[config.mk]
export PLATFORM = sky130hd
export DESIGN_NAME = result_writeback
export DESIGN_NICKNAME = d
export VERILOG_FILES = /design/src/rtl/result_writeback.sv
export SDC_FILE = /design/constraint.sdc
export NUM_CORES = 1
export LEC_CHECK = 0
export ABC_AREA = 1
export CORE_MARGIN = 2
export CORE_UTILIZATION = 50
export DETAILED_ROUTE_END_ITERATION = 6
export PLACE_DENSITY = 0.88
export SLEW_MARGIN = 20
export SYNTH_ARGS = -nofsm -noshare
export SYNTH_HDL_FRONTEND = slang
export SYNTH_SLANG_ARGS = --single-unit
[constraint.sdc]
create_clock -name clk -period 16.6 [get_ports clk]
set_input_delay 1.66 -clock clk [delete_from_list [all_inputs] [get_ports clk]]
set_output_delay 1.66 -clock clk [all_outputs]
set_load 0.02 [all_outputs]
[src/rtl/result_writeback.sv]
// result_writeback: requantizes deskewed partial-sum rows from the result-sync
// stage and writes them into the Unified Buffer at base_addr + row.
// Optional build macro: RESULT_WRITEBACK_RELU_EN (clamp negative lanes to 0
// before rounding and saturation).
module result_writeback #(
    parameter int unsigned PARTIAL_SUM_BW = 20,
    parameter int unsigned DATA_BW        = 8,
    parameter int unsigned MATRIX_SIZE    = 8,
    parameter int unsigned ADDRESSSIZE    = 10,
    parameter int unsigned WORDSIZE       = 64,
    parameter int unsigned NUM_ROWS       = 8,
    parameter int unsigned SHIFT          = 8
) (
    input  logic                                  clk,
    input  logic                                  rst,
    input  logic                                  start,
    input  logic [ADDRESSSIZE-1:0]                base_addr,
    input  logic                                  in_valid,
    input  logic [PARTIAL_SUM_BW*MATRIX_SIZE-1:0] in_data,
    input  logic                                  ub_grant,
    output logic                                  ub_we,
    output logic [ADDRESSSIZE-1:0]                ub_addr,
    output logic [WORDSIZE-1:0]                   ub_data,
    output logic                                  busy,
    output logic                                  done,
    output logic                                  overflow
);

    localparam int unsigned EXT_W = PARTIAL_SUM_BW + 1;
    localparam int unsigned ROW_W = (NUM_ROWS > 1) ? $clog2(NUM_ROWS) : 1;
    localparam logic [ROW_W-1:0] LAST_ROW = ROW_W'(NUM_ROWS - 1);
    localparam logic signed [EXT_W-1:0] RND     = EXT_W'(1) << (SHIFT - 1);
    localparam logic signed [EXT_W-1:0] SAT_MAX = EXT_W'((1 << (DATA_BW - 1)) - 1);
    localparam logic signed [EXT_W-1:0] SAT_MIN = EXT_W'(-(1 << (DATA_BW - 1)));

    typedef enum logic [1:0] {
        IDLE   = 2'd0,
        ACTIVE = 2'd1,
        DRAIN  = 2'd2,
        DONE   = 2'd3
    } state_t;

    typedef struct packed {
        logic [ADDRESSSIZE-1:0] addr;
        logic [WORDSIZE-1:0]    data;
    } wb_entry_t;

    state_t                 state, state_nxt;
    logic [ADDRESSSIZE-1:0] base_q;
    logic [ROW_W-1:0]       row_cnt;
    wb_entry_t              stage_q;
    logic                   stage_valid;
    wb_entry_t              fifo_mem [2];
    logic                   fifo_rd, fifo_wr;
    logic [1:0]             fifo_cnt;
    logic [WORDSIZE-1:0]    q_word;

    logic start_ok, accept, stage_adv, drop, stage_load;

    // Round-half-up, arithmetic shift, then saturate one lane to DATA_BW.
    function automatic logic [DATA_BW-1:0] requant(input logic signed [PARTIAL_SUM_BW-1:0] x);
        logic signed [EXT_W-1:0] xe;
        logic signed [EXT_W-1:0] sum;
        logic signed [EXT_W-1:0] r;
        xe = {x[PARTIAL_SUM_BW-1], x};
`ifdef RESULT_WRITEBACK_RELU_EN
        if (x[PARTIAL_SUM_BW-1]) begin
            xe = '0;
        end
`endif
        sum = xe + RND;
        r   = sum >>> SHIFT;
        if (r > SAT_MAX) begin
            r = SAT_MAX;
        end else if (r < SAT_MIN) begin
            r = SAT_MIN;
        end
        return DATA_BW'(r);
    endfunction

    // Requantize every lane of the incoming row into one UB word.
    always_comb begin
        q_word = '0;
        for (int i = 0; i < int'(MATRIX_SIZE); i++) begin
            q_word[i*DATA_BW +: DATA_BW] = requant(in_data[i*PARTIAL_SUM_BW +: PARTIAL_SUM_BW]);
        end
    end

    // Write issue straight off the FIFO head; data bus is quiet when idle.
    always_comb begin
        ub_we   = (fifo_cnt != 2'd0) && ub_grant;
        ub_addr = '0;
        ub_data = '0;
        if (ub_we) begin
            ub_addr = fifo_mem[fifo_rd].addr;
            ub_data = fifo_mem[fifo_rd].data;
        end
    end

    // Handshake between input, stage register and FIFO.
    always_comb begin
        start_ok   = (state == IDLE) && start;
        accept     = (state == ACTIVE) && in_valid;
        stage_adv  = stage_valid && ((fifo_cnt != 2'd2) || ub_we);
        drop       = accept && stage_valid && !stage_adv;
        stage_load = accept && !drop;
    end

    // State register.
    always_ff @(posedge clk or posedge rst) begin
        if (rst) begin
            state <= IDLE;
        end else begin
            state <= state_nxt;
        end
    end

    // Next-state and status decode; DRAIN exits once the last queued write issues.
    always_comb begin
        state_nxt = state;
        busy      = 1'b0;
        done      = 1'b0;
        unique case (state)
            IDLE: begin
                if (start) begin
                    state_nxt = ACTIVE;
                end
            end
            ACTIVE: begin
                busy = 1'b1;
                if (in_valid && (row_cnt == LAST_ROW)) begin
                    state_nxt = DRAIN;
                end
            end
            DRAIN: begin
                busy = 1'b1;
                if (!stage_valid && ((fifo_cnt == 2'd0) || ((fifo_cnt == 2'd1) && ub_we))) begin
                    state_nxt = DONE;
                end
            end
            DONE: begin
                done      = 1'b1;
                state_nxt = IDLE;
            end
            default: state_nxt = IDLE;
        endcase
    end

    // Tile bookkeeping: base address, row counter and sticky overflow.
    always_ff @(posedge clk or posedge rst) begin
        if (rst) begin
            base_q   <= '0;
            row_cnt  <= '0;
            overflow <= 1'b0;
        end else if (start_ok) begin
            base_q   <= base_addr;
            row_cnt  <= '0;
            overflow <= 1'b0;
        end else if (accept) begin
            row_cnt <= row_cnt + ROW_W'(1);
            if (drop) begin
                overflow <= 1'b1;
            end
        end
    end

    // Stage register; a dropped row still consumes its address.
    always_ff @(posedge clk or posedge rst) begin
        if (rst) begin
            stage_q     <= '0;
            stage_valid <= 1'b0;
        end else if (stage_load) begin
            stage_q.addr <= base_q + ADDRESSSIZE'(row_cnt);
            stage_q.data <= q_word;
            stage_valid  <= 1'b1;
        end else if (stage_adv) begin
            stage_valid <= 1'b0;
        end
    end

    // Two-entry write FIFO; push and pop may coincide when full.
    always_ff @(posedge clk or posedge rst) begin
        if (rst) begin
            for (int i = 0; i < 2; i++) begin
                fifo_mem[i] <= '0;
            end
            fifo_rd  <= 1'b0;
            fifo_wr  <= 1'b0;
            fifo_cnt <= 2'd0;
        end else begin
            if (stage_adv) begin
                fifo_mem[fifo_wr] <= stage_q;
                fifo_wr           <= ~fifo_wr;
            end
            if (ub_we) begin
                fifo_rd <= ~fifo_rd;
            end
            case ({stage_adv, ub_we})
                2'b10:   fifo_cnt <= fifo_cnt + 2'd1;
                2'b01:   fifo_cnt <= fifo_cnt - 2'd1;
                default: fifo_cnt <= fifo_cnt;
            endcase
        end
    end

endmodule

==> results_dict.tcl, run 1 <==
set metrics [dict create \
    outcome "complete, no violations" \
    grt_pass1_vias 11000 \
    cts_resized 0 \
    core_sq_um 26000 \
    max_stage_delay_ns 0.66 \
    area_growth_pct 22.7 \
    synthTopCellsByArea "dfrtp_1 46%, nand2_1 14%, o21ai_0 6.1%, mux2_2 5.0%, a21oi_1 4.4%" \
    wl_per_cell_um 14.3 \
    r2r_end "stage_q[21]" \
    timing.rr.start "fifo_cnt[0]" \
    tritoncts "done" \
    critPathMostFrequentCell "clkdlybuf4s50_1" \
    wirelength_um 30800 \
    grt_pass1_wl_um 52200 \
    clk_pin_slew_ns 0.06 \
    ios 253 \
    tightestPinTransition_ns 0.965 \
    root_buffer "clkbuf_16" \
    synth_area_sq_um 13200 \
    rows 59 \
    dp_slack_ns 10.48 \
    grt_max_degree 97 \
    post_cts_buffers 0 \
    die_y_um 167 \
    synth_cells 1635 \
    synth_top_area_frac 0.460 \
    synth_area_leader_cell "dfrtp_1" \
    report.power.total_mw 2.61 \
    postPlaceCellArea_sq_um 15400 \
    cpLargestDelayFamily "buffers and inverters" \
    cts_buffers 25 \
    leakagePower_nw 7.49 \
    dpl.hpwl_um 21300 \
    hold_start "fifo_mem[5]" \
    drv_slew 0 \
    finalWorstPathRequiredPeriod_ns 6.14 \
    yosys_warnings 0 \
    worstPathArrival_ns 4.48 \
    insertedDiodeCount 0 \
    ant_nets 0 \
    layout.nets 2005 \
    maxCapViolations 0 \
    first_pass_iters 4 \
    drive_gt1_frac 0.0877 \
    die_x_um 167 \
    hold_viol 0 \
    numClockSinks 243 \
    ctsHoldBuffers 0 \
    hold_class "flip-flop to flip-flop" \
    portBuffers 196 \
    cp.buffers_inverters 5 \
    crit_fanout 49 \
    via_per_inst 5.24 \
    min_to "fifo_mem[5]" \
    yosysSeqAreaShare 0.460 \
    slew_headroom 0.357 \
    power_density_nw_per_um2 161 \
    hold_depth 1 \
    finalSetupViolCount 0 \
    antenna_found_initial 0 \
    initial_core_util 0.509 \
    gp_congestion 0.862 \
    gr-total-overflow 0 \
    cp-start-kind "primary input" \
    drc 0 \
    layout_setup_ws_ns 10.46 \
    drtIter0Drc 635 \
    design_area_sq_um 16200 \
    ys_types 44 \
    final.period_utilization 0.370 \
    fin_tns_setup_ns 0 \
    cts_buffer_depth 3 \
    r2r_cells 12 \
    timing.critical_path.cells "clkdlybuf4s50_1, inv_1, or2_4, inv_2, buf_4, o21ai_0, a21oi_1, clkdlybuf4s50_1" \
    crit_slowest_cell "clkdlybuf4s50_1" \
    path_class "primary input to primary output" \
    synth-seq-cells 243 \
    vdd_drop_max_uv 72.8 \
    dieArea_sq_um 27800 \
    htree_levels 1 \
    fmax_mhz 163 \
    skew_ns 0.00975 \
    clkLatencyLatePin_ns 0.52 \
    required_ns 14.94 \
    rsz0062_at_grt "false" \
    via_count 11300 \
    r2r_setup_slack_ns 13.36 \
    syn_nets 1833 \
    critical_path.endpoint_type "primary output" \
    avgSynthCellArea_sq_um 8.09 \
    grt_use_total 0.220 \
]
-- final cells by class --
| class | count | area, sq um |
|---|---|---|
| Clock buffer | 30 | 684 |
| Inverter | 157 | 599 |
| Fill cell | 2167 | 9770 |
| Tap cell | 335 | 419 |
| Timing Repair Buffer | 205 | 2030 |
| Clock inverter | 15 | 160 |
| Sequential cell | 243 | 6080 |
| Multi-Input combinational cell | 1175 | 6250 |
-- synthesized netlist by cell type --
cell,number
nor2_8,2
buf_4,11
dfrtp_1,243
o21ai_1,12
o21ai_0,160
xor2_1,45
buf_6,2
nor2_4,2
a21oi_1,115
nand3_1,53
mux2_2,59
a41oi_1,1
o21ai_2,2
nor3_1,11
nand2_4,2
nand2_2,12
nand4_1,15
or2_4,1
o31ai_1,1
nand3_2,5
nand2_1,482
a31oi_1,3
nand3b_1,8
fa_1,1
o21bai_4,1
clkbuf_1,34
buf_8,1
inv_1,152
and2_1,1
a21oi_4,3
nor3_2,1
a31o_2,1
buf_1,1
xnor2_1,15
inv_2,3
a22o_1,2
nor3b_1,1
nor2_1,111
clkinv_1,2
o211ai_1,1
buf_2,11
nor2_2,9
ha_1,22
mux2_1,15
-- metrics by stage --
| step | hold WS, ns | std cells | utilization |
|---|---|---|---|
| 2_1_floorplan | 0.453 | 1635 | - |
| 3_3_place_gp | 0.462 | 2115 | 0.592 |
| 3_5_place_dp | 0.470 | 2115 | 0.592 |
| 4_1_cts | 0.484 | 2160 | 0.624 |
| 5_1_grt | 0.504 | 2160 | 0.624 |
| 6_report | 0.481 | 2160 | 0.624 |
-- power by group --
part / switching, mW / internal [mW] / leakage, nW
logic: 0.590 / 0.421 / 4.14
registers: 0.147 / 0.874 / 2.94
clock network: 0.233 / 0.340 / 0.412
total: 0.970 / 1.64 / 7.49
-- how the worst max path moves through the flow --
stage	start	endpoint	slack [ns]	depth (start not counted)
floorplan	rst	base_q[0]	8.27	1
detailed placement	ub_grant	ub_data[1]	10.48	8
CTS	ub_grant	ub_data[1]	10.46	8
finish	ub_grant	ub_data[1]	10.46	8
global route	ub_grant	ub_data[6]	10.27	8
global placement	ub_grant	ub_data[1]	10.49	8
-- flip-flops by register name, summed over array words and instances, names as in the netlist --
| signal | flops |
|---|---|
| fifo_mem | 148 |
| stage_q | 74 |
| base_q | 10 |
| row_cnt | 3 |
| fifo_cnt | 2 |
| state | 2 |
| fifo_rd | 1 |
| fifo_wr | 1 |
| overflow | 1 |
| stage_valid | 1 |
-- cell usage in the layout (no fill, tap or decap), types with 5 or more instances in the layout --
cell / count
inv_1: 150
nand3_1: 53
nor2_2: 9
clkinv_2: 8
xor2_1: 45
mux2_1: 15
mux2_2: 59
buf_4: 9
clkbuf_16: 25
nand3b_1: 8
o21ai_1: 12
nand2_2: 13
nand3_2: 5
a21oi_1: 115
nand2_1: 481
dfrtp_1: 243
ha_1: 22
o21ai_0: 160
xnor2_1: 15
nor2_1: 111
nand4_1: 15
nor3_1: 11
clkdlybuf4s50_1: 196
-- per-layer routing --
| layer | vias to the layer above | track usage | wire length [um] |
|---|---|---|---|
| met5 | - | 0 | 0 |
| met4 | 0 | 0.0603 | 724 |
| met3 | 50 | 0.0413 | 1710 |
| met2 | 256 | 0.384 | 15100 |
| met1 | 5383 | 0.282 | 13300 |
| li1 | 5621 | - | - |
-- kinds of logic (layout without fill, tap and decap cells) --
| logic type | Yosys count | in the layout | share of synthesized area |
|---|---|---|---|
| and+or+nand+nor | 716 | 716 | 0.227 |
| AOI/OAI and AO/OA | 302 | 302 | 0.120 |
| DFF | 243 | 243 | 0.460 |
| buffers and inverters | 217 | 407 | 0.0678 |
| muxes | 74 | 74 | 0.0630 |
| xor gates and xnor gates | 60 | 60 | 0.0398 |
| adders and majority gates | 23 | 23 | 0.0223 |
Note: power is estimated with default switching activity, not from simulation.
==> inputs of run 2 (changes only) <==
clock period = 6.1 ns   (was 16.6 ns; I/O delays follow)
==> results_dict.tcl, run 2 (synthesis results as in run 1) <==
set metrics [dict create \
    outcome "complete, no violations" \
    die_y_um 167 \
    wirelength_um 31000 \
    largest-register "fifo_mem" \
    fin_tns_setup_ns 0 \
    cts_resized 0 \
    dieArea_sq_um 27800 \
    worstPathArrival_ns 3.58 \
    portBuffers 196 \
    leakagePower_nw 7.50 \
    core_sq_um 26000 \
    ant_nets 0 \
    fillers 2175 \
    tritoncts "done" \
    grt_use_total 0.222 \
    numClockSinks 243 \
    via_per_inst 5.23 \
    final.period_utilization 0.687 \
    maxCapViolations 0 \
    initial_core_util 0.509 \
    htree_levels 1 \
    cts_buffers 27 \
    hold_class "primary input to asynchronous set/reset pin" \
    drv_slew 0 \
    grt_pass1_vias 11100 \
    skew_ns 0.0178 \
    hold_viol 0 \
    final_common_cell "nand2_1" \
    r2r_cells 8 \
    insertedDiodeCount 0 \
    crit_slowest_cell "clkdlybuf4s50_1" \
    rsz0062_at_grt "false" \
    finalWorstPathRequiredPeriod_ns 4.19 \
    rows 59 \
    grt_pass1_wl_um 52300 \
    layout.nets 2008 \
    path_class "flip-flop to primary output" \
    fmax_mhz 239 \
    cp.buffers_inverters 4 \
    drive_gt1_frac 0.0858 \
    timing.critical_path.cells "inv_1, ha_1, or2_4, inv_2, buf_4, o21ai_0, a21oi_1, clkdlybuf4s50_1" \
    gp_congestion 0.873 \
    grt_max_degree 122 \
    gr-total-overflow 0 \
    ios 253 \
    drtIter0Drc 640 \
    dpl.hpwl_um 21400 \
    critical_path.endpoint_type "primary output" \
    cts_buffer_depth 3 \
    root_buffer "clkbuf_16" \
    vdd_drop_max_uv 289 \
    post_cts_buffers 0 \
    report.power.total_mw 7.08 \
    dp.cells 2115 \
    top_regs "fifo_mem x148, stage_q x74, base_q x10" \
    power_density_nw_per_um2 436 \
    clkLatencyLatePin_ns 0.53 \
    final_cell_mix "481 x nand2_1, 243 x dfrtp_1, 196 x clkdlybuf4s50_1, 160 x o21ai_0, 150 x inv_1" \
    finalSetupViolCount 0 \
    max_stage_delay_ns 0.66 \
    area_growth_pct 22.9 \
    cp-start-kind "flip-flop" \
    first_pass_iters 6 \
    cpLargestDelayFamily "buffers and inverters" \
    tightestPinTransition_ns 1.03 \
    critical_path_cell_count 8 \
    largest_register_ffs 148 \
    via_count 11300 \
    wl_per_cell_um 14.3 \
    crit_fanout 43 \
    clk_pin_slew_ns 0.06 \
    required_ns 5.49 \
    die_x_um 167 \
    ctsHoldBuffers 0 \
    slew_headroom 0.310 \
    antenna_found_initial 0 \
    drc 0 \
    final_cells 2164 \
]
-- run 2: changes by cell type in the layout (fill, tap and decap cells not counted), sizes merged --
cell,previous run,this run
clkinvlp,4,1
clkinv,9,6
inv,156,157
clkbuf,30,40
bufinv,3,1
buf,9,10
-- run 2: per-stage QoR --
step | util | instance area [sq um] | worst slack, ns | hold slack (ns)
after floorplan | - | 13200 | 2.30 | 0.453
final | 0.625 | 16300 | 1.91 | 0.409
after CTS | 0.625 | 16200 | 1.87 | 0.482
after detailed placement | 0.592 | 15400 | 2.00 | 0.469
after global routing | 0.625 | 16300 | 1.68 | 0.441
after global placement | 0.592 | 15400 | 1.95 | 0.461
-- run 2: power breakdown --
| group | internal (mW) | total [mW] | switching, mW |
|---|---|---|---|
| Clock | 0.917 | 1.55 | 0.632 |
| Combinational | 1.15 | 2.74 | 1.59 |
| Sequential | 2.38 | 2.79 | 0.408 |
| Total | 4.45 | 7.08 | 2.63 |
-- run 2: area by class of cell --
| class | count | area (sq um) | area share |
|---|---|---|---|
| repair buffers | 206 | 2060 | 0.127 |
| multi-input cells | 1175 | 6250 | 0.384 |
| flip-flops and latches | 243 | 6080 | 0.374 |
| clock inverters | 8 | 72.6 | 0.00447 |
| clock buffers | 40 | 774 | 0.0477 |
| well taps | 335 | 419 | 0.0258 |
| inverters | 157 | 596 | 0.0366 |
-- run 2: worst paths after layout --
kind	start	end	slack [ns]
worst max-delay path	fifo_cnt[0]	ub_data[1]	1.91
worst min-delay path	rst	fifo_mem[107]	0.41
worst max register to register	fifo_cnt[0]	fifo_mem[57]	3.15
worst min register to register	fifo_mem[6]	fifo_mem[6]	0.48
max in group asynchronous	rst	fifo_mem[69]	4.17
min in group clk	fifo_mem[6]	fifo_mem[6]	0.48
-- run 2: metal layers --
metal | global-route usage | up-vias | routed length (um)
met5 | 0 | - | 0
met4 | 0.0630 | 0 | 694
met3 | 0.0423 | 56 | 1900
met2 | 0.385 | 295 | 15100
met1 | 0.283 | 5339 | 13300
li1 | - | 5625 | -
==> inputs of run 3 (changes only) <==
clock period = 4.4 ns   (was 6.1 ns; I/O delays follow)
==> results_dict.tcl, run 3 (synthesis results as in run 1) <==
set metrics [dict create \
    tightestPinTransition_ns 0.774 \
    outcome "complete, no violations" \
    post_cts_buffers 0 \
    top_regs "fifo_mem x148, stage_q x74, base_q x10" \
    final_common_cell "nand2_1" \
    insertedDiodeCount 0 \
    first_pass_iters 5 \
    cp-start-kind "flip-flop" \
    largest_register_ffs 148 \
    cts_buffers 26 \
    portBuffers 196 \
    via_per_inst 5.30 \
    ctsHoldBuffers 0 \
    vdd_drop_max_uv 289 \
    path_class "flip-flop to primary output" \
    grt_pass1_vias 11300 \
    largest-register "fifo_mem" \
    via_count 11500 \
    gp_congestion 0.868 \
    finalSetupViolCount 0 \
    area_growth_pct 23.5 \
    hold_class "primary input to asynchronous set/reset pin" \
    die_y_um 167 \
    dieArea_sq_um 27800 \
    drc 0 \
    ant_nets 0 \
    hold_viol 0 \
    cts_resized 0 \
    ios 253 \
    layout.nets 2007 \
    leakagePower_nw 7.53 \
    timing.critical_path.cells "inv_1, ha_1, or2_4, inv_2, buf_12, o21ai_0, a21oi_1, clkdlybuf4s50_1" \
    gr-total-overflow 0 \
    drtIter0Drc 678 \
    clk_pin_slew_ns 0.06 \
    finalWorstPathRequiredPeriod_ns 3.70 \
    drive_gt1_frac 0.0891 \
    antenna_found_initial 0 \
    final_cell_mix "481 x nand2_1, 243 x dfrtp_1, 196 x clkdlybuf4s50_1, 160 x o21ai_0, 150 x inv_1" \
    grt_pass1_wl_um 52200 \
    wirelength_um 31100 \
    root_buffer "clkbuf_16" \
    worstPathArrival_ns 3.26 \
    required_ns 3.96 \
    final.period_utilization 0.840 \
    tritoncts "done" \
    rsz0062_at_grt "false" \
    htree_levels 1 \
    report.power.total_mw 9.91 \
    slew_headroom 0.484 \
    cts_buffer_depth 3 \
    dpl.hpwl_um 21400 \
    skew_ns 0.00934 \
    clkLatencyLatePin_ns 0.52 \
    initial_core_util 0.509 \
    grt_use_total 0.220 \
    grt_max_degree 123 \
    core_sq_um 26000 \
    wl_per_cell_um 14.4 \
    crit_fanout 49 \
    die_x_um 167 \
    numClockSinks 243 \
    max_stage_delay_ns 0.65 \
    rows 59 \
    crit_slowest_cell "clkdlybuf4s50_1" \
    drv_slew 0 \
    fmax_mhz 270 \
    power_density_nw_per_um2 607 \
    maxCapViolations 0 \
    fin_tns_setup_ns 0 \
    critical_path.endpoint_type "primary output" \
]
## run 3: cell count changes in the layout (fill, tap and decap cells not counted), sizes merged
cell / before / now
clkinv: 6 / 9
clkbuf: 40 / 36
inv: 157 / 156
clkinvlp: 1 / 3
## run 3: per-stage QoR
step / hold slack (ns) / utilization / worst slack [ns] / cell area, sq um / cells
after floorplan: 0.453 / - / 0.770 / 13200 / 1635
after global placement: 0.462 / 0.594 / 0.958 / 15400 / 2116
after detailed placement: 0.469 / 0.594 / 0.926 / 15400 / 2116
after CTS: 0.174 / 0.628 / 0.683 / 16300 / 2164
after global routing: 0.189 / 0.628 / 0.540 / 16300 / 2164
final: 0.189 / 0.628 / 0.703 / 16300 / 2164
## run 3: routing by layer
layer  up-vias  share of wire  global-route usage
li1       5616              -                   -
met1      5524           0.43               0.277
met2       280           0.50               0.391
met3        43          0.057              0.0385
met4         0          0.020              0.0611
met5         -              0                   0
## run 3: power breakdown
group	internal (mW)	leakage, nW	switching, mW
Clock	1.30	0.436	0.903
Sequential	3.30	2.94	0.588
Combinational	1.62	4.16	2.20
Total	6.22	7.53	3.69
## run 3: cell type report
type,count,area (sq um)
clock buffers,36,779
fillers,2174,9660
repair buffers,206,2100
inverters,157,596
flip-flops and latches,243,6080
clock inverters,12,101
multi-input cells,1175,6250
well taps,335,419
## run 3: critical path: cells and delay by family, from the launching register on
kind / cells / cell delay [ns]
adder cells (fa/ha/maj): 1 / 0.22
flip-flops: 1 / 0.39
AND/OR/NAND/NOR: 1 / 0.29
AO/OA/AOI/OAI: 2 / 0.38
buffers and inverters: 4 / 1.44
## run 3: path summary, 6_finish.rpt
path,end,slack (ns),startpoint,depth (start not counted)
worst max-delay path,ub_addr[5],0.70,fifo_cnt[0],8
worst min-delay path,fifo_mem[107],0.19,rst,2
worst max register to register,fifo_mem[20],1.79,fifo_cnt[0],8
worst min register to register,fifo_mem[3],0.48,fifo_mem[3],1
max in group asynchronous,fifo_mem[65],3.30,rst,3
min in group clk,base_q[2],0.46,base_addr[2],3
